$ cat src/rtl/div_operand_sequencer_if.sv
`default_nettype none
// ============================================================================
// Module   : div_operand_sequencer_if
// Purpose  : Operand input, divider side-band and result output signal bundle.
// Revision : 1.0
// ============================================================================
interface div_operand_sequencer_if #(
    parameter int W     = 10,
    parameter int DEPTH = 4
);
    localparam int OW = $clog2(DEPTH) + 1;

    // Operand input stream
    logic          in_valid;
    logic          in_ready;
    logic [W-1:0]  in_a;
    logic [W-1:0]  in_b;

    // Divider side
    logic [W-1:0]  div_A;
    logic [W-1:0]  div_B;
    logic          div_start;
    logic          div_valid;
    logic [W-1:0]  div_q;
    logic          div_ovf;

    // Result output stream
    logic          res_valid;
    logic          res_ready;
    logic [W-1:0]  res_q;
    logic          res_dvz;
    logic          res_ovf;
    logic          res_err;
    logic [1:0]    res_tag;

    logic [OW-1:0] occupancy;

    // Environment side: operand producer, divider model and result consumer
    modport master (
        output in_valid, in_a, in_b, div_valid, div_q, div_ovf, res_ready,
        input  in_ready, div_A, div_B, div_start, res_valid, res_q, res_dvz,
               res_ovf, res_err, res_tag, occupancy
    );

    // Sequencer side
    modport slave (
        input  in_valid, in_a, in_b, div_valid, div_q, div_ovf, res_ready,
        output in_ready, div_A, div_B, div_start, res_valid, res_q, res_dvz,
               res_ovf, res_err, res_tag, occupancy
    );
endinterface
`default_nettype wire

$ cat src/rtl/div_operand_sequencer.sv
`default_nettype none
// ============================================================================
// Module   : div_operand_sequencer
// Purpose  : Operand FIFO, divider launch/watchdog and result holding register.
// Revision : 1.0
// ============================================================================
module div_operand_sequencer #(
    parameter int W       = 10,
    parameter int DEPTH   = 4,
    parameter int TIMEOUT = 31
) (
    input  wire logic               clk_i,
    input  wire logic               rstn_i,
    input  wire logic               sclr_i,
    div_operand_sequencer_if.slave  bus
);
    localparam int AW = (DEPTH > 1) ? $clog2(DEPTH) : 1;
    localparam int CW = $clog2(DEPTH) + 1;
    localparam int TW = $clog2(TIMEOUT + 1);
    localparam int EW = 2 + 2 * W;

    localparam logic [CW-1:0] C_DEPTH    = CW'(DEPTH);
    localparam logic [TW-1:0] C_TMO_LAST = TW'(TIMEOUT - 1);

    typedef enum logic [1:0] {
        S_IDLE   = 2'd0,
        S_LAUNCH = 2'd1,
        S_WAIT   = 2'd2,
        S_HOLD   = 2'd3
    } state_t;

    state_t          state_q, state_d;
    logic [EW-1:0]   mem_q [DEPTH];
    logic [AW-1:0]   wr_ptr_q, wr_ptr_d;
    logic [AW-1:0]   rd_ptr_q, rd_ptr_d;
    logic [CW-1:0]   count_q, count_d;
    logic [1:0]      tag_q, tag_d;
    logic [W-1:0]    a_q, a_d;
    logic [W-1:0]    b_q, b_d;
    logic [1:0]      cur_tag_q, cur_tag_d;
    logic            start_q, start_d;
    logic [TW-1:0]   wait_cnt_q, wait_cnt_d;
    logic            res_valid_q, res_valid_d;
    logic [W-1:0]    res_q_q, res_q_d;
    logic            res_dvz_q, res_dvz_d;
    logic            res_ovf_q, res_ovf_d;
    logic            res_err_q, res_err_d;
    logic [1:0]      res_tag_q, res_tag_d;

    logic            w_full;
    logic            w_empty;
    logic            w_push;
    logic            w_pop;
    logic [EW-1:0]   w_head;
    logic [1:0]      w_head_tag;
    logic [W-1:0]    w_head_a;
    logic [W-1:0]    w_head_b;
    logic            w_timeout;

    assign w_full     = (count_q == C_DEPTH);
    assign w_empty    = (count_q == '0);
    assign w_push     = bus.in_valid && !w_full;
    assign w_pop      = (state_q == S_IDLE) && !w_empty;
    assign w_head     = mem_q[rd_ptr_q];
    assign w_head_tag = w_head[EW-1 -: 2];
    assign w_head_a   = w_head[2*W-1 -: W];
    assign w_head_b   = w_head[W-1:0];
    assign w_timeout  = (wait_cnt_q == C_TMO_LAST);

    // Storage needs no reset: entries are only read while count_q says they are valid
    always_ff @(posedge clk_i) begin
        if (w_push) begin
            mem_q[wr_ptr_q] <= {tag_q, bus.in_a, bus.in_b};
        end
    end

    always_comb begin
        wr_ptr_d = wr_ptr_q;
        rd_ptr_d = rd_ptr_q;
        count_d  = count_q;
        tag_d    = tag_q;
        if (w_push) begin
            wr_ptr_d = wr_ptr_q + AW'(1);
            tag_d    = tag_q + 2'd1;
        end
        if (w_pop) begin
            rd_ptr_d = rd_ptr_q + AW'(1);
        end
        case ({w_push, w_pop})
            2'b10:   count_d = count_q + CW'(1);
            2'b01:   count_d = count_q - CW'(1);
            default: count_d = count_q;
        endcase
    end

    always_comb begin
        state_d     = state_q;
        a_d         = a_q;
        b_d         = b_q;
        cur_tag_d   = cur_tag_q;
        start_d     = 1'b0;
        wait_cnt_d  = wait_cnt_q;
        res_valid_d = res_valid_q;
        res_q_d     = res_q_q;
        res_dvz_d   = res_dvz_q;
        res_ovf_d   = res_ovf_q;
        res_err_d   = res_err_q;
        res_tag_d   = res_tag_q;

        case (state_q)
            S_IDLE: begin
                if (!w_empty) begin
                    a_d       = w_head_a;
                    b_d       = w_head_b;
                    cur_tag_d = w_head_tag;
                    // A zero divisor never reaches the divider
                    if (w_head_b == '0) begin
                        state_d     = S_HOLD;
                        res_valid_d = 1'b1;
                        res_q_d     = '1;
                        res_dvz_d   = 1'b1;
                        res_ovf_d   = 1'b0;
                        res_err_d   = 1'b0;
                        res_tag_d   = w_head_tag;
                    end else begin
                        state_d = S_LAUNCH;
                        start_d = 1'b1;
                    end
                end
            end
            S_LAUNCH: begin
                wait_cnt_d = '0;
                state_d    = S_WAIT;
            end
            S_WAIT: begin
                // A result arriving on the expiry cycle takes priority over the abort
                if (bus.div_valid) begin
                    state_d     = S_HOLD;
                    res_valid_d = 1'b1;
                    res_q_d     = bus.div_q;
                    res_dvz_d   = 1'b0;
                    res_ovf_d   = bus.div_ovf;
                    res_err_d   = 1'b0;
                    res_tag_d   = cur_tag_q;
                end else if (w_timeout) begin
                    state_d     = S_HOLD;
                    res_valid_d = 1'b1;
                    res_q_d     = '0;
                    res_dvz_d   = 1'b0;
                    res_ovf_d   = 1'b0;
                    res_err_d   = 1'b1;
                    res_tag_d   = cur_tag_q;
                end else begin
                    wait_cnt_d = wait_cnt_q + TW'(1);
                end
            end
            S_HOLD: begin
                if (bus.res_ready) begin
                    state_d     = S_IDLE;
                    res_valid_d = 1'b0;
                end
            end
            default: state_d = S_IDLE;
        endcase
    end

    always_ff @(posedge clk_i or negedge rstn_i) begin
        if (!rstn_i) begin
            state_q     <= S_IDLE;
            wr_ptr_q    <= '0;
            rd_ptr_q    <= '0;
            count_q     <= '0;
            tag_q       <= '0;
            a_q         <= '0;
            b_q         <= '0;
            cur_tag_q   <= '0;
            start_q     <= 1'b0;
            wait_cnt_q  <= '0;
            res_valid_q <= 1'b0;
            res_q_q     <= '0;
            res_dvz_q   <= 1'b0;
            res_ovf_q   <= 1'b0;
            res_err_q   <= 1'b0;
            res_tag_q   <= '0;
        end else if (sclr_i) begin
            state_q     <= S_IDLE;
            wr_ptr_q    <= '0;
            rd_ptr_q    <= '0;
            count_q     <= '0;
            tag_q       <= '0;
            a_q         <= '0;
            b_q         <= '0;
            cur_tag_q   <= '0;
            start_q     <= 1'b0;
            wait_cnt_q  <= '0;
            res_valid_q <= 1'b0;
            res_q_q     <= '0;
            res_dvz_q   <= 1'b0;
            res_ovf_q   <= 1'b0;
            res_err_q   <= 1'b0;
            res_tag_q   <= '0;
        end else begin
            state_q     <= state_d;
            wr_ptr_q    <= wr_ptr_d;
            rd_ptr_q    <= rd_ptr_d;
            count_q     <= count_d;
            tag_q       <= tag_d;
            a_q         <= a_d;
            b_q         <= b_d;
            cur_tag_q   <= cur_tag_d;
            start_q     <= start_d;
            wait_cnt_q  <= wait_cnt_d;
            res_valid_q <= res_valid_d;
            res_q_q     <= res_q_d;
            res_dvz_q   <= res_dvz_d;
            res_ovf_q   <= res_ovf_d;
            res_err_q   <= res_err_d;
            res_tag_q   <= res_tag_d;
        end
    end

    assign bus.in_ready  = !w_full;
    assign bus.occupancy = count_q;
    assign bus.div_A     = a_q;
    assign bus.div_B     = b_q;
    assign bus.div_start = start_q;
    assign bus.res_valid = res_valid_q;
    assign bus.res_q     = res_q_q;
    assign bus.res_dvz   = res_dvz_q;
    assign bus.res_ovf   = res_ovf_q;
    assign bus.res_err   = res_err_q;
    assign bus.res_tag   = res_tag_q;

endmodule
`default_nettype wire
$ cat src/flat_wrapper.sv
// flat-port wrapper written by rule: the top's interface ports become plain ports
module div_operand_sequencer_flat 
#(
    parameter int W       = 10,
    parameter int DEPTH   = 4,
    parameter int TIMEOUT = 31
)
  (clk_i, rstn_i, sclr_i, bus_in_valid, bus_in_a, bus_in_b, bus_div_valid, bus_div_q, bus_div_ovf, bus_res_ready, bus_in_ready, bus_div_A, bus_div_B, bus_div_start, bus_res_valid, bus_res_q, bus_res_dvz, bus_res_ovf, bus_res_err, bus_res_tag, bus_occupancy);
  div_operand_sequencer_if #(.W(W), .DEPTH(DEPTH)) bus_i ();
  input  wire logic clk_i;
  input  wire logic rstn_i;
  input  wire logic sclr_i;
  input wire logic [$bits(bus_i.in_valid)-1:0] bus_in_valid;
  input wire logic [$bits(bus_i.in_a)-1:0] bus_in_a;
  input wire logic [$bits(bus_i.in_b)-1:0] bus_in_b;
  input wire logic [$bits(bus_i.div_valid)-1:0] bus_div_valid;
  input wire logic [$bits(bus_i.div_q)-1:0] bus_div_q;
  input wire logic [$bits(bus_i.div_ovf)-1:0] bus_div_ovf;
  input wire logic [$bits(bus_i.res_ready)-1:0] bus_res_ready;
  output wire logic [$bits(bus_i.in_ready)-1:0] bus_in_ready;
  output wire logic [$bits(bus_i.div_A)-1:0] bus_div_A;
  output wire logic [$bits(bus_i.div_B)-1:0] bus_div_B;
  output wire logic [$bits(bus_i.div_start)-1:0] bus_div_start;
  output wire logic [$bits(bus_i.res_valid)-1:0] bus_res_valid;
  output wire logic [$bits(bus_i.res_q)-1:0] bus_res_q;
  output wire logic [$bits(bus_i.res_dvz)-1:0] bus_res_dvz;
  output wire logic [$bits(bus_i.res_ovf)-1:0] bus_res_ovf;
  output wire logic [$bits(bus_i.res_err)-1:0] bus_res_err;
  output wire logic [$bits(bus_i.res_tag)-1:0] bus_res_tag;
  output wire logic [$bits(bus_i.occupancy)-1:0] bus_occupancy;
  assign bus_i.in_valid = bus_in_valid;
  assign bus_i.in_a = bus_in_a;
  assign bus_i.in_b = bus_in_b;
  assign bus_i.div_valid = bus_div_valid;
  assign bus_i.div_q = bus_div_q;
  assign bus_i.div_ovf = bus_div_ovf;
  assign bus_i.res_ready = bus_res_ready;
  assign bus_in_ready = bus_i.in_ready;
  assign bus_div_A = bus_i.div_A;
  assign bus_div_B = bus_i.div_B;
  assign bus_div_start = bus_i.div_start;
  assign bus_res_valid = bus_i.res_valid;
  assign bus_res_q = bus_i.res_q;
  assign bus_res_dvz = bus_i.res_dvz;
  assign bus_res_ovf = bus_i.res_ovf;
  assign bus_res_err = bus_i.res_err;
  assign bus_res_tag = bus_i.res_tag;
  assign bus_occupancy = bus_i.occupancy;
  div_operand_sequencer #(.W(W), .DEPTH(DEPTH), .TIMEOUT(TIMEOUT)) u_core (.clk_i(clk_i), .rstn_i(rstn_i), .sclr_i(sclr_i), .bus(bus_i));
endmodule
$ cat config.mk
export PLATFORM = sky130hd
export DESIGN_NAME = div_operand_sequencer_flat
export DESIGN_NICKNAME = d
export VERILOG_FILES = /design/src/rtl/div_operand_sequencer_if.sv /design/src/rtl/div_operand_sequencer.sv /design/src/flat_wrapper.sv
export SDC_FILE = /design/constraint.sdc
export NUM_CORES = 1
export LEC_CHECK = 0
export CAP_MARGIN = 20
export CORE_ASPECT_RATIO = 1.1
export CORE_MARGIN = 2
export CORE_UTILIZATION = 45
export DETAILED_ROUTE_END_ITERATION = 8
export PLACE_DENSITY = 0.78
export REMOVE_ABC_BUFFERS = 1
export SLEW_MARGIN = 5
export SYNTH_ARGS = -nofsm -noshare
export SYNTH_HDL_FRONTEND = slang
export SYNTH_SLANG_ARGS = --single-unit
$ cat constraint.sdc
create_clock -name clk_i -period 7.1 [get_ports clk_i]
set_input_delay 1.065 -clock clk_i [delete_from_list [all_inputs] [get_ports clk_i]]
set_output_delay 1.065 -clock clk_i [all_outputs]
set_load 0.1 [all_outputs]
# Word level (Yosys, flattened, before mapping)
# Memory sizes are Yosys's and may differ from the RTL's.
# Cells that the tools add are included.
[word_totals] ff_bits=55 mem_bits_rw=88 inputBits=37 output_inout_bits=41 word_cells=121 memories=1
[op_classes] add_sub_neg=6 eq_ne=14 n_mux=65 n_reduce_logical=19
[memory_table] name="u_core.mem_q" words=4 word_bits=22 read_ports=1 rd_ports_with_merged_regs=0 write_ports=1 line_no="div_operand_sequencer.sv:33" text="logic [EW-1:0] mem_q [DEPTH];"
[ops] op="10-bit 2-to-1 mux" n=11
[ops] op="2-bit 2-to-1 mux" n=20
[ops] op="1-bit 2-to-1 mux" n=21
[ops] op="10-bit case mux with 2 select lines" n=1
[ops] op="5-bit 2-to-1 mux" n=3
[ops] op="3-bit inequality test (second input constant)" n=5
[ops] op="10-bit zero test" n=1
[ops] op="5-bit case mux with 2 select lines" n=1
[ops] op="3-bit nonzero test" n=3
[ops] op="2-bit case mux with 4 select lines" n=1
[ops] op="2-bit by 1-bit adder with 2-bit output (second input constant)" n=3
[ops] op="2-bit == test (second input constant)" n=3
[ops] op="1-bit case mux with 2 select lines" n=3
[ops] op="3-bit case mux with 2 select lines" n=1
[ops] op="3-bit AND reduction" n=2
[ops] op="2-bit nonzero test" n=3
[ops] op="5-bit by 1-bit adder with 5-bit output (second input constant)" n=1
[ops] op="5-bit == test (second input constant)" n=1
[ops] op="5-bit AND reduction" n=1
[ops] op="2-bit by 1-bit == test with 1-bit output (second input constant)" n=2
[ops] op="4-bit by 3-bit inequality test with 1-bit output (second input constant)" n=1
[ops] op="2-bit case mux with 2 select lines" n=1
[ops] op="4-bit AND reduction" n=1
[ops] op="4-bit nonzero test" n=1
[ops] op="11 further kinds" n=13

# Depth between registers and ports, before layout
# Gate-level depths: netlist of run 1.
[depth] word_depth=6 mapped_depth=10 depth_no_buf=9

# Worst setup path after synthesis of run 1
# OpenSTA, ideal clock, no wires.
[synth_timing] kind="reg-to-reg" from="register u_core.count_q[0] (netlist: u_core.bus.occupancy[0])" to="register u_core.count_q[2] (netlist: u_core.bus.occupancy[2])" setup_ns=0.132 arrival_time_ns=3.242 t_required_ns=6.968 path_slack_ns=3.727 path_stages_with_launch=9 path_buffers=1 period_less_slack_ns=3.373 cell_sequence="dfrtp_1 > or3b_2 > clkbuf_1 > a21o_1 > inv_1 > fa_1 > mux2i_1 > xnor2_1 > nor2_1"
[synth_via] elab_chain_len=6 word_cells_on_any_way=13 classes_between="add/sub: 2; eq/ne: 3; mux: 2; reduce/logical: 6"
[synth_lines] element="from (decl)" line_no="div_operand_sequencer.sv:36" text="logic [CW-1:0] count_q, count_d;"
[synth_lines] element="from (signal assigned)" line_no="div_operand_sequencer.sv:206" text="count_q <= count_d;"
[synth_lines] element="3-bit == test *" line_no="div_operand_sequencer.sv:60" text="assign w_full = (count_q == C_DEPTH);"
[synth_lines] element="1-bit zero test *"
[synth_lines] element="via bus_in_ready" line_no="flat_wrapper.sv:20" text="output wire logic [$bits(bus_i.in_ready)-1:0] bus_in_ready;"
[synth_lines] element="1-bit logical AND *" line_no="div_operand_sequencer.sv:62" text="assign w_push = bus.in_valid && !w_full;"
[synth_lines] element="2-bit by 1-bit == test with 1-bit output or 2-bit == test (tied branches)" line_no="div_operand_sequencer.sv:89" text="case ({w_push, w_pop})"
[synth_lines] element="3-bit case mux with 2 select lines" line_no="div_operand_sequencer.sv:89"
[synth_lines] element="3-bit 2-to-1 mux" line_no="div_operand_sequencer.sv:185" text="end else if (sclr_i) begin"
# Mark *: on every way through the listed nets, which the timed path passes. The rest lies on a longest branch.
# A chain may end at the register's enable or synchronous reset.

# Worst setup path in the final report of run 1
[layout_timing] from="register u_core.count_q[1] (netlist: u_core.bus.occupancy[1])" to="output port bus_in_ready"
[layout_via] elab_chain_len=2
[layout_lines] element="3-bit == test" line_no="div_operand_sequencer.sv:60"
[layout_lines] element="1-bit zero test" line_no="div_operand_sequencer.sv:222" text="assign bus.in_ready = !w_full;"
[layout_lines] element="to (decl)" line_no="flat_wrapper.sv:20"
# No other way between the ends.

==> impl_metrics.py, run 1 <==
metrics = {
    "outcome": {
        "outcome": "finished clean",
    },
    "setup_path": {
        "cp.arrival_ns": 2.45,
        "slowest_delay_ns": 1.00,
        "path_cells": "or3b_2, clkdlybuf4s50_1",
        "cp_max_fo": 8,
        "cp.required_ns": 6.03,
        "endpoint_kind": "output port",
        "cp-start-kind": "flop",
        "crit_type": "reg2out",
        "cp_slowest_cell": "clkdlybuf4s50_1",
    },
    "final_layout": {
        "drive_above_1_share": 0.1677,
        "final_area_um2": 7427,
        "post-route-util": 0.5692,
        "area_growth_pct": 25.07,
        "num_antenna_cells": 0,
        "final_net_count": 500,
    },
    "route": {
        "vias": 3425,
        "postRouteAntennaNets": 0,
        "wl_per_cell_um": 18.69,
        "vias_per_cell": 5.471,
        "drt-pass1-iter-count": 4,
        "drt-initial-drc-count": 201,
        "remaining_drc_errors": 0,
        "wl_mm": 11.70,
    },
    "sta": {
        "clock_skew_ns": 0.01412,
        "tightest_slew_ns": 1.105,
        "slew_violations": 0,
        "finalSetupViolations": 0,
        "slew_headroom": 0.2633,
        "hold_viol_final": 0,
        "fin_crit_sh": 0.4949,
        "rsz0062_at_grt": "no",
        "period_minus_slack_ns": 3.514,
        "clock.fmax_mhz": 284.6,
        "setup_tns_ns": 0,
    },
    "synth": {
        "synth_cells": 367,
        "yosysWarnings": 0,
        "yosysTopAreaCell": "edfxtp_1",
        "synth_async_sr_flop_share": 0.3846,
        "synth-seq-cells": 143,
        "syn_avg_cell_area_um2": 16.18,
        "yosysSeqAreaShare": 0.6768,
        "synth_cell_types": 49,
        "synth_ff_type": "edfxtp_1",
        "netlist_area_um2": 5938,
        "synth.area.top_cells": "edfxtp_1 (45%), dfrtp_1 (23%), mux4_2 (6.4%), a22o_1 (3.1%), mux2_4 (2.5%)",
        "yosys-top-cells-count": "edfxtp_1 (88), dfrtp_1 (55), nor2_1 (22), a22o_1 (21), nand2_1 (19)",
        "synth_top_area_share": 0.4450,
        "synth_edf_count": 88,
        "yosysMostFrequentCell": "edfxtp_1",
    },
    "placement": {
        "portBuffers": 77,
        "postPlaceCellArea_um2": 6868,
        "gp_congestion": 0.8477,
        "hpwl_mm": 7.204,
    },
    "power_and_ir_drop": {
        "power.density_nw_per_um2": 468.4,
        "total_power_mw": 3.479,
        "p_leak_nw": 2.813,
        "peakVddDrop_uv": 266.8,
    },
    "cts": {
        "worstSkewPairLatency_ns": 0.42,
        "postCtsSetupRepairBufs": 0,
        "clk_pin_slew_ns": 0.06,
        "cts_tree": "yes",
        "cts_resized": 0,
        "htree_levels": 4,
        "cts_hold_buf": 0,
        "cts_buffer_depth": 2,
        "cts_sinks": 143,
        "cts_root_buf": "clkbuf_16",
        "cts_buffers": 17,
    },
    "floorplanning": {
        "io_pins": 78,
        "die_w_um": 113.5,
        "dieArea_um2": 14130,
        "die_h_um": 124.5,
        "core_um2": 13050,
        "start_util": 0.4551,
        "core.rowCount": 44,
    },
    "job": {
        "maxCapViolations": 0,
    },
    "grt": {
        "grt_pass1_wl_mm": 18.93,
        "grt_start_max_net_pins": 56,
        "grt_pass1_vias": 3611,
        "grt_usage": 0.1787,
        "antenna_found_initial": 0,
        "grt_overflow": 0,
    },
    "worst_hold_path": {
        "hp-class": "reg2reg",
    },
}
[final cells by class]
| type | count | area, µm² |
|---|---|---|
| Sequential cell | 143 | 4019 |
| Inverter | 10 | 37.54 |
| Multi-Input combinational cell | 194 | 1777 |
| Clock buffer | 17 | 425.4 |
| Tap cell | 161 | 201.4 |
| Clock inverter | 15 | 126.4 |
| Timing Repair Buffer | 86 | 840.8 |
| Fill cell | 998 | 5620 |
[metrics by stage]
stage / hold WS (ns) / setup slack (ns) / instances
after detailed placement: 0.4811 / 3.003 / 593
after CTS: 0.4957 / 3.381 / 625
final: 0.4876 / 3.586 / 626
after global routing: 0.5107 / 3.491 / 626
after global placement: 0.4724 / 3.052 / 592
after floorplan: 0.4502 / 4.055 / 347
[critical path: cells and delay by family (launching register included)]
kind	cells	cell delay, ns
buf+inv	1	1.00
simple gates	1	0.57
flops	1	0.45
[routing by layer]
metal  global-route usage  vias up  share of wire
li1                     -     1575              -
met1               0.2289     1736           0.42
met2               0.2902       99           0.51
met3              0.04428       15          0.051
met4              0.07676        0          0.017
met5                    0        -              0
[where the power goes]
| group | switching [mW] | internal (mW) |
|---|---|---|
| Clock | 0.367 | 0.458 |
| Sequential | 0.111 | 1.06 |
| Combinational | 1.05 | 0.434 |
| Total | 1.53 | 1.95 |
[registers in the layout (all words and copies together) (netlist names), 2 cells and up]
| register | flops |
|---|---|
| u_core.rd_ptr_q | 2 |
| u_core.bus.div_B | 10 |
| u_core.bus.res_tag | 2 |
| u_core.tag_q | 2 |
| u_core.wr_ptr_q | 2 |
| u_core.cur_tag_q | 2 |
| u_core.mem_q | 88 |
| u_core.state_q | 2 |
| u_core.bus.div_A | 10 |
| u_core.wait_cnt_q | 5 |
| u_core.bus.occupancy | 3 |
| u_core.bus.res_q | 10 |
[cells in the final DEF, fill, tap and decap left out, types with 3 or more instances in the layout]
| master | count |
|---|---|
| edfxtp_1 | 88 |
| clkdlybuf4s50_1 | 76 |
| dfrtp_1 | 55 |
| nor2_1 | 22 |
| a22o_1 | 21 |
| nand2_1 | 19 |
| mux4_2 | 17 |
| clkbuf_16 | 17 |
| a21oi_1 | 15 |
| inv_1 | 10 |
| mux2_4 | 10 |
| ha_1 | 10 |
| inv_6 | 9 |
| buf_4 | 8 |
| nor3_1 | 6 |
| xor2_1 | 6 |
| xnor2_1 | 6 |
| and2_1 | 5 |
| nand4_1 | 5 |
| nand3_1 | 5 |
| o21ai_0 | 5 |
| and3_1 | 4 |
| mux4_1 | 4 |
| mux2i_1 | 4 |
| clkinvlp_4 | 3 |
[path summary, 6_finish.rpt]
check | from | end | slack, ns | cells past startpoint
worst max-delay path | u_core.bus.occupancy[1] | bus_in_ready | 3.59 | 2
worst min-delay path | u_core.cur_tag_q[1] | u_core.cur_tag_q[1] | 0.49 | 2
worst max register to register | u_core.rd_ptr_q[1] | u_core.bus.res_q[9] | 3.99 | 6
worst min register to register | u_core.cur_tag_q[1] | u_core.cur_tag_q[1] | 0.49 | 2
max in group asynchronous | rstn_i | u_core.tag_q[1] | 5.83 | 2
min in group asynchronous | rstn_i | u_core.bus.res_dvz | 0.79 | 2
[kinds of logic after synthesis]
| kind of cell | synth area share |
|---|---|
| flip-flops | 0.6768 |
| AND/OR/NAND/NOR | 0.07016 |
| AO/OA/AOI/OAI | 0.06827 |
| multiplexers | 0.1180 |
| buffers and inverters | 0.02465 |
| XOR/XNOR | 0.01770 |
| adder cells (fa/ha/maj) | 0.02444 |
No activity file was read; power rests on OpenSTA's default activity.
==> run 2, diff against run 1 <==
Settings changed: PLACE_DENSITY 0.78 to 0.81.
Clock period 7.1 ns to 2.9 ns, I/O delays scaled along.
==> impl_metrics.py, run 2 (same netlist as run 1, synthesis figures left out) <==
metrics = {
    "grt": {
        "grt_start_max_net_pins": 32,
        "grt_pass1_vias": 3719,
        "antenna_found_initial": 0,
        "grt_usage": 0.1847,
        "grt_overflow": 0,
        "grt_pass1_wl_mm": 19.72,
    },
    "placement": {
        "portBuffers": 77,
        "hpwl_mm": 7.764,
        "dpl.cell_count": 602,
        "gp_congestion": 0.7927,
    },
    "power_and_ir_drop": {
        "switching_share": 0.4301,
        "peakVddDrop_uv": 1010,
        "net-switching-power_mw": 3.707,
        "p_leak_nw": 2.937,
        "p_int_mw": 4.913,
        "comb_power_share": 0.416,
        "pwr-share-clk": 0.249,
        "seqPwrFrac": 0.335,
        "power.density_nw_per_um2": 1160,
        "total_power_mw": 8.620,
    },
    "sta": {
        "tightest_slew_ns": 0.9352,
        "holdWs_ns": 0.09500,
        "finalSetupViolations": 0,
        "fin_crit_sh": 0.9236,
        "slew_violations": 0,
        "hold_viol_final": 0,
        "period_minus_slack_ns": 2.678,
        "clock.fmax_mhz": 373.4,
        "rsz0062_at_grt": "no",
        "clock_skew_ns": 0.01106,
        "slew_headroom": 0.3765,
        "setup_tns_ns": 0,
    },
    "setup_path": {
        "cp.arrival_ns": 2.97,
        "cp_common_cell": "buf_4",
        "crit_type": "reg2reg",
        "cp_max_fo": 11,
        "r2r_slack_ns": 0.22,
        "endpoint_kind": "flop",
        "r2r-start": "u_core.rd_ptr_q[0]",
        "cp.required_ns": 3.19,
        "regToRegEndpoint": "u_core.bus.res_q[9]",
        "cp_slowest_cell": "mux4_2",
        "ff2ff_path_depth": 7,
        "cp-start-kind": "flop",
        "path_cells": "buf_4, mux4_2, nor4_2, and4_4, nor3_2, buf_4, mux2_1",
        "slowest_delay_ns": 0.55,
    },
    "floorplanning": {
        "die_h_um": 124.5,
        "die_w_um": 113.5,
        "dieArea_um2": 14130,
        "io_pins": 78,
        "start_util": 0.4551,
        "core_um2": 13050,
        "core.rowCount": 44,
    },
    "final_layout": {
        "final_common_cell": "edfxtp_1",
        "fillers": 997,
        "final_net_count": 509,
        "largest_register": "u_core.mem_q",
        "largest_reg_flops": 88,
        "num_antenna_cells": 0,
        "area_growth_pct": 25.12,
        "layout_common_cells": "edfxtp_1 (88), buf_4 (58), dfrtp_1 (54)",
        "post-route-util": 0.5694,
        "stdcell_count": 635,
        "drive_above_1_share": 0.2679,
    },
    "route": {
        "drt-pass1-iter-count": 4,
        "vias_per_cell": 5.449,
        "wl_per_cell_um": 19.20,
        "drt-initial-drc-count": 272,
        "remaining_drc_errors": 0,
        "vias": 3460,
        "postRouteAntennaNets": 0,
        "wl_mm": 12.20,
    },
    "cts": {
        "worstSkewPairLatency_ns": 0.42,
        "cts_buffer_depth": 2,
        "clk_pin_slew_ns": 0.06,
        "cts_resized": 0,
        "postCtsSetupRepairBufs": 0,
        "htree_levels": 4,
        "cts_hold_buf": 0,
        "cts_buffers": 17,
        "cts_root_buf": "clkbuf_16",
        "cts_sinks": 143,
        "cts_tree": "yes",
    },
    "job": {
        "maxCapViolations": 0,
    },
    "outcome": {
        "outcome": "finished clean",
    },
    "worst_hold_path": {
        "hp-class": "in2async",
    },
}
## run 2: cell count changes in the layout (fill, tap and decap cells not counted), moves of 2 or more
cell,before,now
clkbuf_8,0,2
bufinv_16,0,2
clkinv_4,1,3
clkdlybuf4s50_1,76,35
inv_6,9,2
buf_4,8,58
clkbuf_1,0,2
## run 2: area by class of cell
cell class / count / area (µm²) / area share
Multi-Input combinational cell: 194 / 1777 / 0.2391
Timing Repair Buffer: 95 / 802.0 / 0.1079
Clock buffer: 21 / 460.4 / 0.06197
Sequential cell: 143 / 4020 / 0.5411
Clock inverter: 11 / 131.4 / 0.01768
Tap cell: 161 / 201.4 / 0.02711
Inverter: 10 / 37.54 / 0.005052
## run 2: how the worst max path moves through the flow
stage,from,endpoint,depth (start not counted)
finish,u_core.rd_ptr_q[0],u_core.bus.res_q[9],7
detailed placement,u_core.rd_ptr_q[0],u_core.bus.res_q[9],7
floorplan,u_core.rd_ptr_q[0],u_core.bus.res_q[9],5
global placement,u_core.rd_ptr_q[0],u_core.bus.res_q[9],7
global route,u_core.rd_ptr_q[0],u_core.bus.res_q[9],7
CTS,u_core.rd_ptr_q[0],u_core.bus.res_q[9],7
## run 2: power groups by stage
stage | sequential (mW) | clock (mW) | combinational, mW
floorplan | 4.52 | 0 | 1.07
global placement | 2.90 | 0 | 3.52
detailed placement | 2.92 | 0 | 3.58
CTS | 2.89 | 2.19 | 3.59
global route | 2.94 | 2.28 | 3.75
finish | 2.89 | 2.15 | 3.58
## run 2: critical path: cells and delay by family (launching register included)
kind	cells	cell delay (ns)
mux	2	0.87
simple gates	3	0.76
buf+inv	2	0.43
flops	1	0.49
## run 2: metrics by stage
| stage | area (µm²) | worst slack [ns] |
|---|---|---|
| 2_1_floorplan | 5829 | -0.1375 |
| 3_3_place_gp | 6825 | 0.1552 |
| 3_5_place_dp | 6825 | 0.1011 |
| 4_1_cts | 7417 | 0.06612 |
| 5_1_grt | 7430 | 0.04838 |
| 6_report | 7430 | 0.2217 |
## run 2: routing by layer
metal  GRT usage  vias up  part of all wire
met2      0.2966       99              0.50
met1      0.2426     1754              0.43
met5           0        -                 0
met4     0.06528        0             0.014
met3     0.05109       13             0.055
li1            -     1594                 -
==> run 3, diff against run 2 <==
Clock period 2.9 ns to 2.2 ns, I/O delays scaled along.
==> impl_metrics.py, run 3 (same netlist as run 1, synthesis figures left out) <==
metrics = {
    "outcome": {
        "outcome": "finished with violations",
        "violations": "setup timing",
    },
    "route": {
        "vias": 3705,
        "vias_per_cell": 5.481,
        "postRouteAntennaNets": 0,
        "drt-pass1-iter-count": 4,
        "wl_per_cell_um": 18.99,
        "drt-initial-drc-count": 328,
        "remaining_drc_errors": 0,
        "wl_mm": 12.84,
    },
    "grt": {
        "grt_pass1_vias": 3953,
        "grt_overflow": 0,
        "grt_start_max_net_pins": 56,
        "grt_usage": 0.1893,
        "antenna_found_initial": 0,
        "grt_pass1_wl_mm": 20.15,
    },
    "floorplanning": {
        "core_um2": 13050,
        "dieArea_um2": 14130,
        "die_h_um": 124.5,
        "io_pins": 78,
        "core.rowCount": 44,
        "start_util": 0.4551,
        "die_w_um": 113.5,
    },
    "final_layout": {
        "drive_above_1_share": 0.3417,
        "num_antenna_cells": 0,
        "largest_register": "u_core.mem_q",
        "final_area_um2": 7860,
        "multi_input_area_um2": 1847,
        "layout_common_cells": "buf_4 (91), edfxtp_1 (88), dfrtp_1 (55)",
        "final_common_cell": "buf_4",
        "fillers": 939,
        "seq_area_um2": 4019,
        "largest_reg_flops": 88,
        "final_net_count": 550,
        "area_growth_pct": 32.36,
        "post-route-util": 0.6024,
    },
    "power_and_ir_drop": {
        "total_power_mw": 11.92,
        "power.density_nw_per_um2": 1516,
        "peakVddDrop_uv": 1342,
        "p_leak_nw": 3.180,
    },
    "sta": {
        "slew_headroom": 0.5056,
        "finalSetupViolations": 17,
        "fin_crit_sh": 1.068,
        "holdWs_ns": 0.4356,
        "tightest_slew_ns": 0.7399,
        "rsz0062_at_grt": "yes",
        "slew_violations": 0,
        "setup_slack_ns": -0.1501,
        "clock.fmax_mhz": 425.5,
        "period_minus_slack_ns": 2.350,
        "clock_skew_ns": 0.006101,
        "hold_viol_final": 0,
    },
    "cts": {
        "htree_levels": 4,
        "cts_buffers": 17,
        "clk_pin_slew_ns": 0.06,
        "cts_root_buf": "clkbuf_16",
        "cts_tree": "yes",
        "cts_sinks": 143,
        "worstSkewPairLatency_ns": 0.43,
        "cts_buffer_depth": 2,
    },
    "setup_path": {
        "endpoint_kind": "flop",
        "cp_max_fo": 5,
        "cp-start-kind": "flop",
        "cp.required_ns": 2.51,
        "cp.arrival_ns": 2.66,
        "r2r_slack_ns": -0.15,
        "crit_type": "reg2reg",
    },
    "placement": {
        "hpwl_mm": 8.125,
        "gp_congestion": 0.8130,
        "postPlaceCellArea_um2": 7118,
        "portBuffers": 77,
    },
    "job": {
        "maxCapViolations": 0,
    },
    "worst_hold_path": {
        "hp-class": "in2async",
    },
}
## run 3: path summary, 6_finish.rpt
| kind | end | from | cells after the start |
|---|---|---|---|
| worst max-delay path | u_core.bus.res_q[4] | u_core.rd_ptr_q[0] | 6 |
| worst min-delay path | u_core.wait_cnt_q[0] | rstn_i | 3 |
| worst max register to register | u_core.bus.res_q[4] | u_core.rd_ptr_q[0] | 6 |
| worst min register to register | u_core.cur_tag_q[1] | u_core.cur_tag_q[1] | 2 |
| max in group asynchronous | u_core.bus.div_A[4] | rstn_i | 3 |
| min in group clk_i | u_core.cur_tag_q[1] | u_core.cur_tag_q[1] | 2 |
## run 3: report_power, final
part           total (mW)  switching [mW]  internal, mW
Combinational        5.32            3.65          1.67
Sequential           3.74           0.315          3.42
Clock                2.86            1.15          1.72
Total                11.9            5.11          6.81
## run 3: critical path: stages (launching register included)
cell and delay [ns]:
dfrtp_1 0.42, buf_6 0.17, mux4_2 0.56, nor4_4 0.35
and4_4 0.32, nor3_2 0.11, mux2_4 0.32
## run 3: layout make-up
| cell class | instances | area share |
|---|---|---|
| sequential | 143 | 0.5113 |
| multi-input combinational | 195 | 0.2350 |
| timing repair buffer | 135 | 0.1479 |
| clock buffer | 18 | 0.05587 |
| tap | 161 | 0.02563 |
| clock inverter | 14 | 0.01958 |
| inverter | 10 | 0.004776 |
## run 3: layer usage
layer | share of wire | wire (µm) | up-vias | global-route usage
met1 | 0.40 | 5158 | 1871 | 0.2240
met4 | 0.022 | 286 | 0 | 0.08178
met2 | 0.52 | 6660 | 136 | 0.3167
met5 | 0 | 0 | - | 0
met3 | 0.057 | 730 | 28 | 0.06083
li1 | - | - | 1670 | -
## run 3: metrics by stage
| step | TNS (ns) | setup WS [ns] | cells |
|---|---|---|---|
| finish | -1.915 | -0.1501 | 676 |
| global route | -3.239 | -0.2282 | 676 |
| CTS | -1.574 | -0.1278 | 674 |
| detailed placement | -10.26 | -0.6189 | 636 |
| global placement | -7.895 | -0.5520 | 636 |
| floorplan | -73.49 | -0.8375 | 347 |
## run 3: what timing repair did
item,CTS,global route
setup endpoints to repair,40,18
gates cloned,1,0
hold buffers,1,0
hold endpoints to repair,55,0
pin swaps,6,7
gates resized for setup,10,7
setup buffers,4,2
